## src/rtl/keypad_scanner.sv

```systemverilog
// Column-scanning driver for a 4x4 active-low keypad with whole-matrix debounce.
// Emits a one-cycle strobe and hex code for each debounced key press.
module keypad_scanner #(
  parameter int SETTLE_CYCLES  = 1000,
  parameter int DEBOUNCE_SCANS = 4
) (
  input  logic       clk,
  input  logic       reset_sw,
  input  logic [3:0] row,
  output logic [3:0] col,
  output logic [3:0] key_code,
  output logic       key_valid,
  output logic       key_held,
  output logic       multi
);

  localparam int SetW = $clog2(SETTLE_CYCLES);
  localparam int CntW = $clog2(DEBOUNCE_SCANS + 1);
  localparam logic [SetW-1:0] SettleLast = SetW'(SETTLE_CYCLES - 1);
  localparam logic [CntW-1:0] DbMax      = CntW'(DEBOUNCE_SCANS);
  // Nibble i holds the hex code of sample bit i = column*4 + row.
  localparam logic [63:0] KeyMap = 64'hDCBA_E963_F852_0741;

  typedef enum logic {
    DRIVE,
    EVAL
  } scanState_t;

  scanState_t state, nextState;

  logic [3:0]      rowMeta, rowSync;
  logic [SetW-1:0] settleCnt;
  logic [1:0]      colIdx;
  logic [15:0]     samples;
  logic [15:0]     lowBits;
  logic            scanFound;
  logic [3:0]      scanCode;
  logic            scanMulti;
  logic [4:0]      scanResult;
  logic [4:0]      lastResult;
  logic [CntW-1:0] stableCnt;
  logic            sameResult;
  logic            accept;

  always_ff @(posedge clk or posedge reset_sw) begin
    if (reset_sw) state <= DRIVE;
    else          state <= nextState;
  end

  always_comb begin
    nextState = state;
    col       = 4'b1111;
    case (state)
      DRIVE: begin
        col[colIdx] = 1'b0;
        if (settleCnt == SettleLast && colIdx == 2'd3) nextState = EVAL;
      end
      EVAL:    nextState = DRIVE;
      default: nextState = DRIVE;
    endcase
  end

  // Lowest sample index wins, giving leftmost column then top row priority.
  always_comb begin
    scanFound = 1'b0;
    scanCode  = 4'h0;
    for (int i = 15; i >= 0; i--) begin
      if (!samples[i]) begin
        scanFound = 1'b1;
        scanCode  = KeyMap[i*4 +: 4];
      end
    end
    lowBits    = ~samples;
    scanMulti  = |(lowBits & (lowBits - 16'd1));
    scanResult = {scanFound, scanCode};
    sameResult = (scanResult == lastResult);
    accept     = sameResult ? (stableCnt == DbMax - CntW'(1)) : (DEBOUNCE_SCANS == 1);
  end

  always_ff @(posedge clk or posedge reset_sw) begin
    if (reset_sw) begin
      rowMeta    <= 4'hF;
      rowSync    <= 4'hF;
      settleCnt  <= '0;
      colIdx     <= 2'd0;
      samples    <= '1;
      lastResult <= 5'd0;
      stableCnt  <= '0;
      key_code   <= 4'h0;
      key_valid  <= 1'b0;
      key_held   <= 1'b0;
      multi      <= 1'b0;
    end else begin
      rowMeta   <= row;
      rowSync   <= rowMeta;
      key_valid <= 1'b0;
      if (state == DRIVE) begin
        if (settleCnt == SettleLast) begin
          settleCnt                   <= '0;
          samples[{colIdx, 2'b00} +: 4] <= rowSync;
          colIdx                      <= colIdx + 2'd1;
        end else begin
          settleCnt <= settleCnt + SetW'(1);
        end
      end else begin
        multi <= scanMulti;
        if (sameResult) begin
          if (stableCnt != DbMax) stableCnt <= stableCnt + CntW'(1);
        end else begin
          lastResult <= scanResult;
          stableCnt  <= CntW'(1);
        end
        if (accept) begin
          if (scanFound) begin
            key_code  <= scanCode;
            key_held  <= 1'b1;
            key_valid <= 1'b1;
          end else begin
            key_held <= 1'b0;
          end
        end
      end
    end
  end

endmodule

```

## config.mk

```make
export PLATFORM = sky130hd
export DESIGN_NAME = keypad_scanner
export DESIGN_NICKNAME = d
export VERILOG_FILES = /design/src/rtl/keypad_scanner.sv
export SDC_FILE = /design/constraint.sdc
export NUM_CORES = 1
export LEC_CHECK = 0
export ABC_CLOCK_PERIOD_IN_PS = 6150
export CAP_MARGIN = 20
export CORE_UTILIZATION = 66
export CTS_BUF_LIST = sky130_fd_sc_hd__clkbuf_4 sky130_fd_sc_hd__clkbuf_8
export DETAILED_ROUTE_END_ITERATION = 6
export PLACE_DENSITY = 0.87
export SYNTH_ARGS = -nofsm -noshare
export SYNTH_HDL_FRONTEND = slang
export SYNTH_SLANG_ARGS = --single-unit
```

## constraint.sdc

```tcl
create_clock -name clk -period 6.15 [get_ports clk]
set_input_delay 0.615 -clock clk [delete_from_list [all_inputs] [get_ports clk]]
set_output_delay 0.615 -clock clk [all_outputs]
set_load 0.005 [all_outputs]
```

==> summary.md, run 1 <==
| Metric | Value |
|---|---|
| Outcome | `finished clean` |
| Req. time, crit path | `roughly 6.4 ns` |
| Top cell type by total area after synthesis | `dfrtp_1` |
| EDFF count, synth | `0` |
| H-tree depth | `2` |
| Final Skew | `roughly 0.0044 ns` |
| Core ar. | `about 4000 um2` |
| Hold Startpoint | `rowMeta[2]$_DFF_PP1_` |
| Min cycle time layout | `between 2 and 3 ns` |
| GRT Total Usage | `0.265` |
| Crit path capture type | `register` |
| Drt first pass iters | `4` |
| Slowest-stage cell, CP | `dfstp_2` |
| Post-route ant nets | `0` |
| Clock sink count | `52` |
| WL/cell | `around 15 um` |
| Delay-heaviest family, CP | `simple AND/OR/NAND/NOR gates` |
| Worst-path fanout max | `10` |
| Total CTS buffers | `5` |
| Final setup viols | `0` |
| Setup WS post-layout | `between 3 and 4 ns` |
| Largest net degree at the start of global routing | `53` |
| Total Routed Length | `~5.2 mm` |
| Final Hold Vio Count | `0` |
| Type of origin of the critical path | `register` |
| Row count | `23` |
| Worst VDD drop | `between 150 and 200 uV` |
| Multi-input logic area | `between 1000 and 1500 um2` |
| DRC | `0` |
| Global-route wire length before repair | `between 8 and 9 mm` |
| Static Leak | `roughly 0.0012 uW` |
| Clk slew on worst S/H paths | `approximately 0.09 ns` |
| Count of final max-slew check failures | `0` |
| Die area | `4460 um2` |
| Sequential area share after synthesis | `0.480` |
| Number of global-route vias before repair | `just under 2000` |
| MaxCap Viol Count | `0` |
| Top cell type's share of synthesized area | `0.253` |
| Ratio of cells with drive above 1 in the final layout | `0.162` |
| Ys async rst share | `1.00` |
| CTS Buffer Depth | `2` |
| Worst Tran Pin Value | `1.01 ns` |
| CP max stage delay | `between 0.6 and 0.7 ns` |
| DR vias/cell | `around 6.0` |
| Fin nets | `a little over 300` |
| Pwr/cell area | `a little under 200 nW/um2` |
| Die height | `~67 um` |
| Yosys warning total | `0` |
| Gate Count Post-Synth | `286` |
| Commonest non-fill, non-tap cells in the layout | `53 x nand2_1, 32 x o21ai_0, 28 x dfrtp_1` |
| Fillers | `between 200 and 300` |
| Rel. slew slack | `0.321` |
| Antenna diode count | `0` |
| CP Data Arrival Time | `approximately 3.1 ns` |
| Vias | `~2100` |
| CP Launch Point | `samples[2]$_DFFE_PP1P_` |
| Synthesized net count | `roughly 300` |
| Initial core utilization | `0.688` |
| Synthesis-to-layout area growth | `9.07%` |
| Postcts setup bufs | `0` |
| Critical path type | `reg2reg` |
| CP bufs+invs | `0` |
| Mean Syn Cell Area | `~9.7 um2` |
| Antenna violations before repair | `0` |
| HP Class | `reg2reg` |
| Final Cycle Share | `0.471` |
| Fin Setup TNS | `0 ns` |
| CTS resizes | `0` |
| DRT iter0 DRCs | `between 200 and 250` |
| Hold Buf Count CTS | `0` |
| Root buffer cell | `clkbuf_8` |
| Synthesized area | `between 2000 and 3000 um2` |
| Cell Chain, Critical Path | `nand3_1, or2_2, a311oi_1, xor2_1, nor4_4, nand4b_4, mux2_4` |
| Clk Latency, worst-skew pair | `a little over 0.3 ns` |
| Largest cells by area after synthesis | `dfrtp_1 25%, dfstp_2 23%, nand2_1 7.2%` |
| CTS tree | `built` |
| Post-DP HPWL | `about 3.7 mm` |
| Overflow after GRT | `0` |
| Pre-CTS setup slack | `between 3 and 4 ns` |
| IO Pins | `17` |
| Register area | `~1300 um2` |
| Synthesized flop and latch total | `between 50 and 60` |
| Die width | `between 60 and 70 um` |
| Synth unique cells | `56` |
| Worst flop-to-flop path startpoint | `samples[2]$_DFFE_PP1P_` |
| Final GP Congestion | `0.890` |
| Count of input and output buffers | `16` |
| Commonest non-fill, non-tap cell in the layout | `nand2_1` |
| RSZ-0062 raised after global routing | `false` |
| Fmax | `0.345 GHz` |
| Main synth FF type | `dfrtp_1` |
[logic make-up (layout without fill, tap and decap cells)]
kind of cell    Yosys count  in the layout  share of synthesized area
flops                    52             52                      0.480
fa+ha+maj                10             10                     0.0442
simple gates            117            117                      0.213
buf+inv                  26             36                     0.0519
xor+xnor                  8              8                     0.0253
compound gates           64             64                      0.144
mux                       9              9                     0.0415
[path summary, 6_finish.rpt]
kind                       cells after the start  slack [ns]                        to
setup / recovery                               7        3.25   key_code[0]$_DFFE_PP0P_
hold / removal                                 0        0.36      rowSync[2]$_DFF_PP1_
setup reg to reg                               7        3.25   key_code[0]$_DFFE_PP0P_
hold reg to reg                                0        0.36      rowSync[2]$_DFF_PP1_
max in group asynchronous                      3        4.89    samples[2]$_DFFE_PP1P_
min in group asynchronous                      2        0.67  stableCnt[2]$_DFFE_PP0P_
[cell usage after synthesis (2+ instances only)]
cell and number:
xnor2_1 3, nand2_1 53, o22ai_1 2, a21boi_0 2, dfrtp_1 28, buf_2 4
and3_1 3, clkbuf_1 5, nor3_1 7, mux2_2 4, a21oi_1 6, nand2b_1 7
a31oi_1 2, xor2_1 5, nand4_1 6, a21o_1 3, o31ai_1 2, nor2_1 12
or3_1 4, ha_1 9, inv_1 11, dfstp_2 24, nor3b_1 3, buf_4 2
buf_6 3, o21ai_0 32, nand3_1 11, a311oi_1 2, mux2_4 4
[where the power goes]
group          internal, uW  switching (uW)
Combinational          4.39            7.43
Clock                   120             112
Sequential              347            1.92
Total                   472             121
[registers in the layout, summed over array words and instances, names as in the netlist]
signal / cells
state: 1
key_held: 1
settleCnt: 10
colIdx: 2
multi: 1
key_code: 4
samples: 16
lastResult: 5
rowSync: 4
stableCnt: 3
rowMeta: 4
key_valid: 1
[worst register-to-register path, delay by kind of cell, from the launching register on]
kind	cells	cell delay, ns
XOR/XNOR	1	0.17
AO/OA/AOI/OAI	1	0.44
AND/OR/NAND/NOR	4	1.19
multiplexers	1	0.37
flip-flops	1	0.62
[per-stage QoR]
stage / util / instances / area, um2 / total power (uW) / hold WS [ns]
3_5_place_dp: 0.718 / 337 / 2890 / 366 / 0.347
3_3_place_gp: 0.718 / 337 / 2890 / 365 / 0.345
5_1_grt: 0.750 / 346 / 3020 / 612 / 0.363
6_report: 0.750 / 346 / 3020 / 593 / 0.359
2_1_floorplan: - / 286 / 2770 / 360 / 0.345
4_1_cts: 0.745 / 345 / 3000 / 597 / 0.361
[routing by layer]
layer	share of wire	track usage	up-vias
met5	0	0	-
met2	0.49	0.457	51
li1	-	-	1022
met3	0.034	0.0548	9
met4	0.020	0.109	0
met1	0.45	0.318	998
[final cells by class]
type,count,share of cell area
sequential,52,0.440
clock inverter,3,0.0141
timing repair buffer,17,0.0596
tap,50,0.0207
clock buffer,5,0.0228
multi-input combinational,208,0.429
inverter,11,0.0137
Note: power is estimated with default switching activity, not from simulation.
==> inputs of run 2 (changes only) <==
Settings changed: ABC_CLOCK_PERIOD_IN_PS 6150 to 2400, CORE_UTILIZATION 66 to 55, PLACE_DENSITY 0.87 to 0.78.
Clock period 6.15 ns to 2.4 ns, I/O delays scaled along.
==> run 2 against run 1 <==
  * Largest cell class is now multi-input combinational cells
  * The flow now finishes with violations (setup timing)
  * Global-route usage fell by 2.5 points
  * Sequential share of layout area fell by 5.0 points
  * Critical path depth did not move
  * Die area rose by 19%
==> summary.md, run 2 (synthesized netlist as in run 1, its figures left out) <==
| Metric | Value |
|---|---|
| Outcome | `finished with violations` |
| Failing checks | `setup timing` |
| R2R setup slack | `-0.02 ns` |
| CP Launch Point | `samples[4]$_DFFE_PP1P_` |
| Final Cycle Share | `1.01` |
| Clk Latency, worst-skew pair | `slightly above 0.3 ns` |
| Crit path capture type | `register` |
| Final Hold Vio Count | `0` |
| Pre-CTS setup slack | `-0.0463 ns` |
| Largest net degree at the start of global routing | `29` |
| Min cycle time layout | `between 2 and 2.5 ns` |
| Root buffer cell | `clkbuf_8` |
| Critical path type | `reg2reg` |
| Antenna violations before repair | `0` |
| Fmax | `0.413 GHz` |
| R2R depth | `7` |
| Setup WS post-layout | `-0.0209 ns` |
| Rel. slew slack | `0.613` |
| Clk slew on worst S/H paths | `approximately 0.10 ns` |
| Hold Buf Count CTS | `0` |
| Worst VDD drop | `approximately 330 uV` |
| Max reg flops | `16` |
| Vias | `approximately 2200` |
| Pwr/cell area | `around 430 nW/um2` |
| Total Routed Length | `approximately 5.8 mm` |
| Fin Hold WS | `0.298 ns` |
| RSZ-0062 raised after global routing | `true` |
| Row count | `25` |
| H-tree depth | `2` |
| CTS Buffer Depth | `2` |
| Count of input and output buffers | `16` |
| DRT iter0 DRCs | `between 100 and 150` |
| CTS tree | `built` |
| Post-DP HPWL | `between 3 and 4 mm` |
| Commonest non-fill, non-tap cell in the layout | `nand2_1` |
| MaxCap Viol Count | `0` |
| Fin nets | `349` |
| WL/cell | `14.5 um` |
| Core ar. | `around 4800 um2` |
| Overflow after GRT | `0` |
| Antenna diode count | `0` |
| Type of origin of the critical path | `register` |
| Met3 routed WL | `about 210 um` |
| DRC | `0` |
| Worst Tran Pin Value | `0.579 ns` |
| Ratio of cells with drive above 1 in the final layout | `0.304` |
| Final GP Congestion | `a little under 0.9` |
| Commonest non-fill, non-tap cells in the layout | `53 x nand2_1, 40 x buf_4, 31 x o21ai_0` |
| GRT Total Usage | `0.240` |
| Count of final max-slew check failures | `0` |
| Final Skew | `approximately 0.0098 ns` |
| Post-route ant nets | `0` |
| DR vias/cell | `5.52` |
| CP Data Arrival Time | `roughly 2.6 ns` |
| Worst flop-to-flop path startpoint | `samples[4]$_DFFE_PP1P_` |
| IO Pins | `17` |
| Initial core utilization | `0.579` |
| Worst-path fanout max | `9` |
| End point of the critical path | `key_code[2]$_DFFE_PP0P_` |
| Uppermost layer routed | `met4` |
| Met1 WL | `about 2.6 mm` |
| Drt first pass iters | `4` |
| Die width | `around 73 um` |
| Global-route wire length before repair | `~9.7 mm` |
| Total CTS buffers | `5` |
| Biggest registers after layout | `samples: 16 flops, settleCnt: 10 flops, lastResult: 5 flops` |
| R2R Path End | `key_code[2]$_DFFE_PP0P_` |
| Util after Layout | `0.712` |
| Final setup viols | `4` |
| Met2 wire len | `between 2 and 3 mm` |
| Static Leak | `between 0.001 and 0.0015 uW` |
| Die area | `5330 um2` |
| Req. time, crit path | `approximately 2.6 ns` |
| Number of global-route vias before repair | `approximately 2100` |
| Design Power | `between 1000 and 1500 uW` |
| Die height | `about 73 um` |
| Clock sink count | `52` |
| HP Class | `in2async` |
| Synthesis-to-layout area growth | `22.9%` |
| Reg with most FFs | `samples` |
## run 2: cell types whose count changed in the layout (fill, tap and decap cells not counted), moves of 2 or more
cell / before / now
a311oi_1: 2 / 0
a311oi_2: 0 / 2
buf_4: 0 / 40
nand3_1: 11 / 6
nand3_2: 0 / 4
nor3_1: 7 / 5
nor3_2: 0 / 2
## run 2: metal layers
layer  track usage  vias up
li1              -     1094
met1         0.320     1065
met2         0.386       49
met3        0.0456       11
met4        0.0959        0
met5             0        -
## run 2: stage by stage
stage	cells	cell area (um2)	TNS, ns
after floorplan	286	2840	-0.103
after global placement	381	3160	0
after detailed placement	381	3160	-0.122
after CTS	397	3340	-0.183
after global routing	402	3410	-0.726
final	402	3410	-0.0678
## run 2: worst min path at each step
| stage | cells after the start | from | to | slack (ns) |
|---|---|---|---|---|
| final | 2 | reset_sw | settleCnt[2]$_DFFE_PP0N_ | 0.30 |
| after global routing | 1 | row[2] | rowMeta[2]$_DFF_PP1_ | 0.32 |
| after CTS | 2 | reset_sw | settleCnt[2]$_DFFE_PP0N_ | 0.31 |
| after detailed placement | 0 | rowMeta[1]$_DFF_PP1_ | rowSync[1]$_DFF_PP1_ | 0.35 |
| after global placement | 0 | rowMeta[3]$_DFF_PP1_ | rowSync[3]$_DFF_PP1_ | 0.35 |
| after floorplan | 0 | row[0] | rowMeta[0]$_DFF_PP1_ | 0.24 |
## run 2: area by class of cell
class | instances | area, um2
Clock buffer | 7 | 90.1
Timing Repair Buffer | 56 | 460
Tap cell | 67 | 83.8
Sequential cell | 52 | 1330
Inverter | 11 | 41.3
Multi-Input combinational cell | 208 | 1390
Clock inverter | 1 | 7.51
Fill cell | 366 | 1380
## run 2: report_power, final
part	leakage, uW	total (uW)	internal [uW]	switching (uW)
Sequential	0.000626	895	890	5.23
Combinational	0.000769	28.8	10.1	18.8
Clock	0.0000479	533	246	287
## run 2: what timing repair did
item	CTS	global route
gates resized for setup	3	6
pin swaps	8	2
endpoints found under the hold margin	0	0
setup buffers	8	5
setup endpoints to repair	5	7
## run 2: critical path, cell delays in order, from the launching register on
cell      delay, ns
dfstp_2        0.63
nand3_2        0.13
or4_4          0.55
nor3_2         0.14
o32ai_2        0.12
nor4_4         0.22
nand4b_4       0.20
mux2_4         0.33
